File: config.mk
export PLATFORM = sky130hd
export DESIGN_NAME = ws281x_stream
export DESIGN_NICKNAME = d
export VERILOG_FILES = /design/src/rtl/ws281x_stream.sv
export SDC_FILE = /design/constraint.sdc
export NUM_CORES = 1
export LEC_CHECK = 0
export ABC_AREA = 0
export ABC_CLOCK_PERIOD_IN_PS = 3800
export BUFFER_PORTS_ARGS = -buffer_cell sky130_fd_sc_hd__buf_2
export CAP_MARGIN = 20
export CORE_ASPECT_RATIO = 0.9
export CORE_MARGIN = 3
export CORE_UTILIZATION = 51
export DETAILED_ROUTE_END_ITERATION = 12
export PLACE_DENSITY = 0.68
export RECOVER_POWER = 25
export SKIP_CTS_REPAIR_TIMING = 1
export SLEW_MARGIN = 40
export SYNTH_ARGS = -nofsm -noshare
export SYNTH_HDL_FRONTEND = slang
export SYNTH_SLANG_ARGS = --single-unit
export TNS_END_PERCENT = 1
File: constraint.sdc
create_clock -name clk -period 3.8 [get_ports clk]
set_input_delay 0.19 -clock clk [delete_from_list [all_inputs] [get_ports clk]]
set_output_delay 0.19 -clock clk [all_outputs]
set_load 0.02 [all_outputs]
File: src/rtl/ws281x_stream.sv
// WS281x LED strip driver: a small pixel FIFO feeding a one-wire NRZ serialiser
// with per-pixel repeat count and optional latch (reset) pulse.
module ws281x_stream #(
  parameter int CLOCK_MHZ = 64,
  parameter int BITS      = 24,
  parameter int DEPTH     = 4,
  parameter int T0H_NS    = 400,
  parameter int T1H_NS    = 800,
  parameter int PERIOD_NS = 1250,
  parameter int RESET_US  = 325
) (
  input  logic                     clk,
  input  logic                     reset,
  input  logic [BITS-1:0]          data_in,
  input  logic [7:0]               repeat_in,
  input  logic                     latch,
  input  logic                     valid,
  output logic                     ready,
  output logic [$clog2(DEPTH):0]   level,
  output logic                     busy,
  output logic                     led
);

  localparam int unsigned CP      = unsigned'(CLOCK_MHZ * PERIOD_NS / 1000);
  localparam int unsigned CH0     = unsigned'(CLOCK_MHZ * T0H_NS / 1000);
  localparam int unsigned CH1     = unsigned'(CLOCK_MHZ * T1H_NS / 1000);
  localparam int unsigned CR      = unsigned'(CLOCK_MHZ * RESET_US);
  localparam int unsigned CNT_MAX = (CR > CP) ? CR : CP;
  localparam int unsigned CW      = $clog2(CNT_MAX + 1);
  localparam int unsigned AW      = $clog2(DEPTH);
  localparam int unsigned LW      = AW + 1;
  localparam int unsigned PW      = $clog2(BITS);
  localparam int unsigned EW      = BITS + 9;

  localparam logic [CW-1:0] CP_M1   = CW'(CP - 1);
  localparam logic [CW-1:0] CH0_M1  = CW'(CH0 - 1);
  localparam logic [CW-1:0] CH1_M1  = CW'(CH1 - 1);
  localparam logic [CW-1:0] CR_C    = CW'(CR);
  localparam logic [PW-1:0] TOP_BIT = PW'(BITS - 1);
  localparam logic [LW-1:0] DEPTH_L = LW'(DEPTH);

  typedef enum logic [1:0] {
    S_IDLE  = 2'd0,
    S_SEND  = 2'd1,
    S_LATCH = 2'd2
  } state_t;

  state_t          state_q, state_d;
  logic [EW-1:0]   mem_q [DEPTH];
  logic [AW-1:0]   wr_ptr_q, wr_ptr_d;
  logic [AW-1:0]   rd_ptr_q, rd_ptr_d;
  logic [LW-1:0]   level_q, level_d;
  logic [CW-1:0]   cnt_q, cnt_d;
  logic [PW-1:0]   bitpos_q, bitpos_d;
  logic [BITS-1:0] pix_q, pix_d;
  logic [7:0]      rpt_q, rpt_d;
  logic            lat_q, lat_d;
  logic            led_q, led_d;

  logic            push_c;
  logic            pop_c;
  logic            empty_c;
  logic [EW-1:0]   head_c;
  logic [CW-1:0]   hi_end_c;
  logic            bit_end_c;
  logic            pixel_end_c;

  assign push_c      = valid && ready;
  assign empty_c     = (level_q == '0);
  assign head_c      = mem_q[rd_ptr_q];
  assign hi_end_c    = pix_q[bitpos_q] ? CH1_M1 : CH0_M1;
  assign bit_end_c   = (cnt_q == CP_M1);
  assign pixel_end_c = bit_end_c && (bitpos_q == '0) && (rpt_q == '0);

  assign ready = (level_q < DEPTH_L);
  assign level = level_q;
  assign busy  = (state_q != S_IDLE) || !empty_c;
  assign led   = led_q;

  // Entry storage carries no reset; occupancy is tracked by the pointers.
  always_ff @(posedge clk) begin
    if (push_c) begin
      mem_q[wr_ptr_q] <= {data_in, repeat_in, latch};
    end
  end

  always_comb begin
    wr_ptr_d = wr_ptr_q;
    rd_ptr_d = rd_ptr_q;
    level_d  = level_q;
    if (push_c) begin
      wr_ptr_d = wr_ptr_q + AW'(1);
    end
    if (pop_c) begin
      rd_ptr_d = rd_ptr_q + AW'(1);
    end
    case ({push_c, pop_c})
      2'b10:   level_d = level_q + LW'(1);
      2'b01:   level_d = level_q - LW'(1);
      default: level_d = level_q;
    endcase
  end

  always_ff @(posedge clk or posedge reset) begin
    if (reset) begin
      wr_ptr_q <= '0;
      rd_ptr_q <= '0;
      level_q  <= '0;
    end else begin
      wr_ptr_q <= wr_ptr_d;
      rd_ptr_q <= rd_ptr_d;
      level_q  <= level_d;
    end
  end

  // Reset lands in LATCH so the strip always sees a full latch pulse first.
  always_ff @(posedge clk or posedge reset) begin
    if (reset) begin
      state_q <= S_LATCH;
    end else begin
      state_q <= state_d;
    end
  end

  always_comb begin
    state_d = state_q;
    case (state_q)
      S_IDLE: begin
        if (!empty_c) begin
          state_d = S_SEND;
        end
      end
      S_SEND: begin
        if (pixel_end_c) begin
          if (lat_q) begin
            state_d = S_LATCH;
          end else if (empty_c) begin
            state_d = S_IDLE;
          end
        end
      end
      default: begin
        if (cnt_q >= CR_C) begin
          state_d = S_IDLE;
        end
      end
    endcase
  end

  // Bit timing, repeat/latch sequencing and FIFO pop decisions.
  always_comb begin
    cnt_d    = cnt_q;
    bitpos_d = bitpos_q;
    pix_d    = pix_q;
    rpt_d    = rpt_q;
    lat_d    = lat_q;
    led_d    = led_q;
    pop_c    = 1'b0;
    case (state_q)
      S_IDLE: begin
        led_d = 1'b0;
        if (!empty_c) begin
          pop_c = 1'b1;
        end
      end
      S_SEND: begin
        if (bit_end_c) begin
          cnt_d = '0;
          if (bitpos_q != '0) begin
            bitpos_d = bitpos_q - PW'(1);
            led_d    = 1'b1;
          end else if (rpt_q != '0) begin
            rpt_d    = rpt_q - 8'd1;
            bitpos_d = TOP_BIT;
            led_d    = 1'b1;
          end else if (!lat_q && !empty_c) begin
            pop_c = 1'b1;
          end else begin
            led_d = 1'b0;
          end
        end else begin
          cnt_d = cnt_q + CW'(1);
          if (cnt_q == hi_end_c) begin
            led_d = 1'b0;
          end
        end
      end
      default: begin
        led_d = 1'b0;
        cnt_d = (cnt_q >= CR_C) ? '0 : cnt_q + CW'(1);
      end
    endcase
    // A pop always starts a fresh pixel on the next cycle.
    if (pop_c) begin
      pix_d    = head_c[EW-1 -: BITS];
      rpt_d    = head_c[8:1];
      lat_d    = head_c[0];
      bitpos_d = TOP_BIT;
      cnt_d    = '0;
      led_d    = 1'b1;
    end
  end

  always_ff @(posedge clk or posedge reset) begin
    if (reset) begin
      cnt_q    <= '0;
      bitpos_q <= '0;
      pix_q    <= '0;
      rpt_q    <= '0;
      lat_q    <= 1'b0;
      led_q    <= 1'b0;
    end else begin
      cnt_q    <= cnt_d;
      bitpos_q <= bitpos_d;
      pix_q    <= pix_d;
      rpt_q    <= rpt_d;
      lat_q    <= lat_d;
      led_q    <= led_d;
    end
  end

endmodule

# Yosys cells after proc, flatten, opt, wreduce, memory -nomap -nowiden
# Memory sizes are Yosys's and may differ from the RTL's.
# Index checks and enable logic that the tools add are counted.
[totals]
register_bits = 63
ramBits = 132
output_inout_bits = 6
wordCells = 96
memories = 1
[classes]
addsub = 7
n_lt_le_gt_ge = 3
n_eq_ne = 12
muxes = 39
reduce_logical = 24
[mem_list]
columns = ["name", "words", "word_bits", "read_ports", "rd_ports_with_merged_regs", "write_ports", "line", "text"]
rows = [
  ["mem_q", 4, 33, 1, 0, 1, "49", "logic [EW-1:0] mem_q [DEPTH];"],
]
[op_table]
columns = ["op", "n"]
rows = [
  ["15-bit two-way mux", 3],
  ["8-bit two-way mux", 5],
  ["15-bit one-hot mux with 2 select lines", 1],
  ["5-bit two-way mux", 5],
  ["15-bit by 1-bit adder with 15-bit output, second input constant", 1],
  ["15-bit by 6-bit equality test with 1-bit output", 1],
  ["15-bit by 7-bit equality test with 1-bit output, second input constant", 1],
  ["15-bit greater-or-equal comparator, second input constant", 1],
  ["1-bit two-way mux", 15],
  ["2-bit two-way mux", 5],
  ["2-bit nonzero test", 5],
  ["8-bit zero test", 1],
  ["2-bit inequality test, second input constant", 4],
  ["4-bit AND reduction", 2],
  ["8-bit nonzero test", 1],
  ["8-bit by 1-bit subtractor with 8-bit output, second input constant", 1],
  ["5-bit by 6-bit less-than comparator with 1-bit output, second input constant", 1],
  ["6-bit two-way mux", 1],
  ["6-bit inequality test, second input constant", 1],
  ["3-bit one-hot mux with 2 select lines", 1],
  ["3-bit nonzero test", 2],
  ["1-bit binary-select mux with 5-bit select", 1],
  ["5-bit zero test", 1],
  ["5-bit nonzero test", 1],
  ["18 further kinds", 24],
]

# Depth between registers and ports, before layout
[logic_depth]
ltp_word = 10
mapped_depth = 15
mapped_depth_nobuf = 13

# Worst setup path after synthesis
# OpenSTA, ideal clock, no wires.
[synth_timing]
path_kind = "register to register"
start = "register cnt_q[10]"
end = "register level_q[2] (netlist: level[2])"
setup_ns = 0.080
arrival_ns = 3.046
t_required_ns = 3.720
path_slack_ns = 0.674
path_stages_with_launch = 13
path_buffers = 1
synth_period_minus_slack_ns = 3.126
path_cell_list = "dfrtp_1 or4_4 or4_4 o31ai_4 nand2_4 inv_6 buf_8 ha_1 inv_1 fa_1 xor2_1 nor2_1 xnor2_1"
[synth_via]
elab_chain_cells = 5
[synth_lines]
columns = ["element", "line", "text"]
rows = [
  ["start, declared", "53", "logic [CW-1:0] cnt_q, cnt_d;"],
  ["start signal, assigned", "213", "cnt_q <= cnt_d;"],
  ["15-bit by 7-bit equality test with 1-bit output (*)", "72", "assign bit_end_c = (cnt_q == CP_M1);"],
  ["1-bit two-way mux (*)", "167", "if (bit_end_c) begin"],
  ["1-bit one-hot mux with 2 select lines (*)", "159", "case (state_q)"],
  ["2-bit by 1-bit equality test with 1-bit output / 2-bit equality test (equally long branches)", "97", "case ({push_c, pop_c})"],
  ["3-bit one-hot mux with 2 select lines / 2-bit nonzero test (equally long branches)", "-", ""],
  ["end signal, assigned", "112", "level_q <= level_d;"],
  ["end, declared", "52", "logic [LW-1:0] level_q, level_d;"],
]
# Mark *: on every way between the ends. The rest lies on a longest branch, timed or not.
# A chain may end at the register's enable or synchronous reset.

# Worst setup path after layout
# Same ends and word-level chain as after synthesis.

==> impl_summary.txt <==
----------------------------------------------------
[Logic synthesis]
  Syn Area/Cell ... 16.78 um^2
  Library cells used by synthesis ... 62
  Cell accounting for the most synthesized area ... edfxtp_1
  Cells after Synth ... 497
  Top cells by area, synth ... edfxtp_1 48%, dfrtp_1 19%, mux4_2 11%, mux2_4 3.6%, ha_1 1.7%
  Syn. warnings ... 0
  Netlist Area Pre-Place ... 8338 um^2
  Fraction of post-synthesis cell area in the top cell type by area ... 0.4754
  Yosys reg bits ... 195
  Fraction of registers with async set or reset after synthesis ... 0.3231
  Commonest register cell after synthesis ... edfxtp_1
  Post-synth net total ... 545
  Fraction of the yosys area taken by sequential cells ... 0.6646
  Number of enable flip-flop cells after synthesis ... 132

[Power]
  Static leakage power ... 3.545 nW
  Total power after layout ... 5.802 mW
  Pwr per Cell Area ... 602.6 nW/um^2
  Worst vdd rail ir drop ... 0.5110 mV

[Clock tree]
  Root buffer cell ... clkbuf_16
  Total CTS buffers ... 17
  Number of clock sinks seen by CTS ... 195
  Number of buffers on the longest clock path ... 2
  Clock slew at reported path FFs ... 0.07 ns
  Insertion delay to the later sink of the worst-skew pair ... 0.43 ns
  H-tree depth ... 4
  CTS tree ... yes

[Timing]
  Final Hold Vio Count ... 0
  Slew headroom ... 0.4904
  Slew at the pin closest to its max-slew limit ... 0.7643 ns
  Maximum clock rate ... 313.6 MHz
  Final TNS setup ... 0 ns
  Period minus WS final ... 3.189 ns
  Final Max Tran Viols ... 0
  Final setup violation count ... 0
  Worst setup slack after layout ... 0.6108 ns
  Unrepaired setup endpoints after global routing ... no
  Setup Skew ... 0.008445 ns
  Crit share post-route ... 0.8393

[Placed design]
  Detailed Place HPWL ... 8.974 mm
  Dpl ws ... 0.6108 ns
  Post-detailed-placement cell area ... 8765 um^2
  Placed Cells ... 732
  I/O Buffers ... 41
  GP Congestion ... 0.8291

[Drt]
  Iteration count of the initial detailed-routing pass ... 6
  DR iter-0 viols ... 234
  Sum of routed wire length over all layers ... 14.82 mm
  Post-route antenna net violation count ... 0
  Overall via count from detail_route ... 4457
  Average vias per placed instance ... 5.585
  Highest metal layer used by the detailed router ... met4
  WL per Instance ... 18.57 um
  WL met2 ... 7.430 mm
  Post-Route M1 WL ... 6.748 mm
  Number of DRC violations after detailed routing ... 0
  Met3 Wirelength ... 469 um

[Worst setup path]
  Element type at the critical path start ... flop
  Crit path arrival time ... 3.54 ns
  Number of gates on the worst path with buffers counted ... 11
  Critical path's most frequent cell ... or4_4
  CP max FO ... 14
  Count of buffer and inverter cells on the critical path ... 2
  WP data required ... 4.15 ns
  Depth of the worst register-to-register path ... 11
  Maximum cell stage delay along the critical path ... 0.60 ns
  Critical Path Sink Type ... flop
  Critical path type ... flop to flop
  Critical path cell sequence ... or4_4, or4_4, o31ai_4, nand2_4, inv_6, ha_1, inv_1, fa_1, xor2_1, nor2_1, xnor2_1
  Crit-path leading delay family ... simple AND/OR/NAND/NOR gates
  Slowest-stage cell, CP ... or4_4

[Floorplan]
  Initial Utilization ... 0.5307
  Die Outline Area ... 17920 um^2
  Count of standard-cell rows ... 43
  I/O pin count ... 42
  Vertical die dimension ... 127.3 um
  Core region area ... 15710 um^2
  X dimension of the die ... 140.8 um

[Run status]
  Outcome ... complete, no violations

[Global routing]
  Wire length of the first global-routing pass ... 23.94 mm
  Global-route usage over all layers ... 0.1749
  Antenna violations before repair ... 0
  Overflow left after global routing ... 0
  Via count of the first global-routing pass ... 4417
  Pin count of the biggest net entering global routing ... 44

[Hold path]
  Worst Hold Path Cells ... 3
  Class of the tightest hold or removal check ... primary input to flop

[Final layout]
  Net count, final ... 631
  Area of all placed cells without fillers ... 9628 um^2
  Final antenna diode count ... 0
  Post-layout instance count excluding filler cells ... 798
  Area growth, synth to finish ... 15.47%
  Fraction of final layout cells sized beyond drive strength 1 ... 0.2282

[Run]
  Count of maximum capacitance violations ... 0

----------------------------------------------------
-- routing by layer --
layer / track usage / vias to the layer above
met5: 0 / -
met4: 0.05584 / 0
met3: 0.03855 / 12
met2: 0.2829 / 77
met1: 0.2406 / 2283
li1: - / 2085
-- cell families after synthesis --
group | Yosys count | synth area share
DFF | 195 | 0.6646
muxes | 69 | 0.1573
AOI/OAI and AO/OA | 52 | 0.04292
xor gates and xnor gates | 18 | 0.01981
and+or+nand+nor | 107 | 0.07023
buffers and inverters | 44 | 0.02626
adders and majority gates | 12 | 0.01891
-- path summary, 6_finish.rpt --
check	startpoint	to	slack, ns
max	cnt_q[10]	level[2]	0.61
min	valid	wr_ptr_q[0]	0.26
min reg2reg	pix_q[3]	pix_q[3]	0.50
max reg2reg	cnt_q[10]	level[2]	0.61
min in group asynchronous	reset	cnt_q[5]	0.35
max in group asynchronous	reset	pix_q[20]	2.76
-- power by group --
part	total, mW	switching [mW]	internal, mW
combinational	1.21	0.587	0.627
sequential	2.91	0.263	2.65
clock	1.68	0.816	0.860
total	5.80	1.67	4.14
-- cell usage after synthesis, drive strengths merged (3+ instances only) --
cell type    n
buf          9
xor2         5
or3          4
nand2       27
nor4         5
xnor2       13
mux2        26
nand4        3
or4          6
o211ai       4
clkbuf      10
o21ai       13
nand2b       3
and2         6
inv         24
nor2        22
ha          11
nand3       15
and3         5
dfrtp       62
edfxtp     132
mux4        41
a21oi       13
o31ai        3
nor3         3
-- registers in the layout, indices dropped and copies added, names as in the netlist --
signal	count
rpt_q	8
bitpos_q	5
wr_ptr_q	2
rd_ptr_q	2
cnt_q	15
state_q	2
lat_q	1
pix_q	24
mem_q	132
led	1
level	3
-- placed cells by master (no fill, tap or decap), drive strengths merged, types with 13 or more instances in the layout --
cell type / Yosys / layout
nand2: 27 / 27
a21oi: 13 / 13
inv: 24 / 31
nand3: 15 / 15
o21ai: 13 / 13
nor2: 22 / 22
clkbuf: 10 / 45
mux2: 26 / 26
buf: 9 / 25
dlygate4sd3: 0 / 34
edfxtp: 132 / 132
dfrtp: 62 / 62
xnor2: 13 / 13
mux4: 41 / 41
-- metrics by stage --
step | util | hold WS (ns)
global placement | 0.5576 | 0.3995
global route | 0.6129 | 0.2678
detailed placement | 0.5579 | 0.2765
floorplan | - | 0.2889
finish | 0.6129 | 0.2586
CTS | 0.5929 | -0.1854
-- worst min-delay path: stages --
cell and delay (ns):
buf_2 0.10, nor2b_1 0.20, xnor2_1 0.15
-- cell type report --
cell class              instances  area (um^2)
fillers                      1150         6082
flip-flops and latches        195         5545
multi-input cells             258         2584
repair buffers                 86        594.3
clock buffers                  18        429.2
well taps                     202        252.7
clock inverters                14        121.4
inverters                      25        101.3
Note: power is estimated with default switching activity, not from simulation.
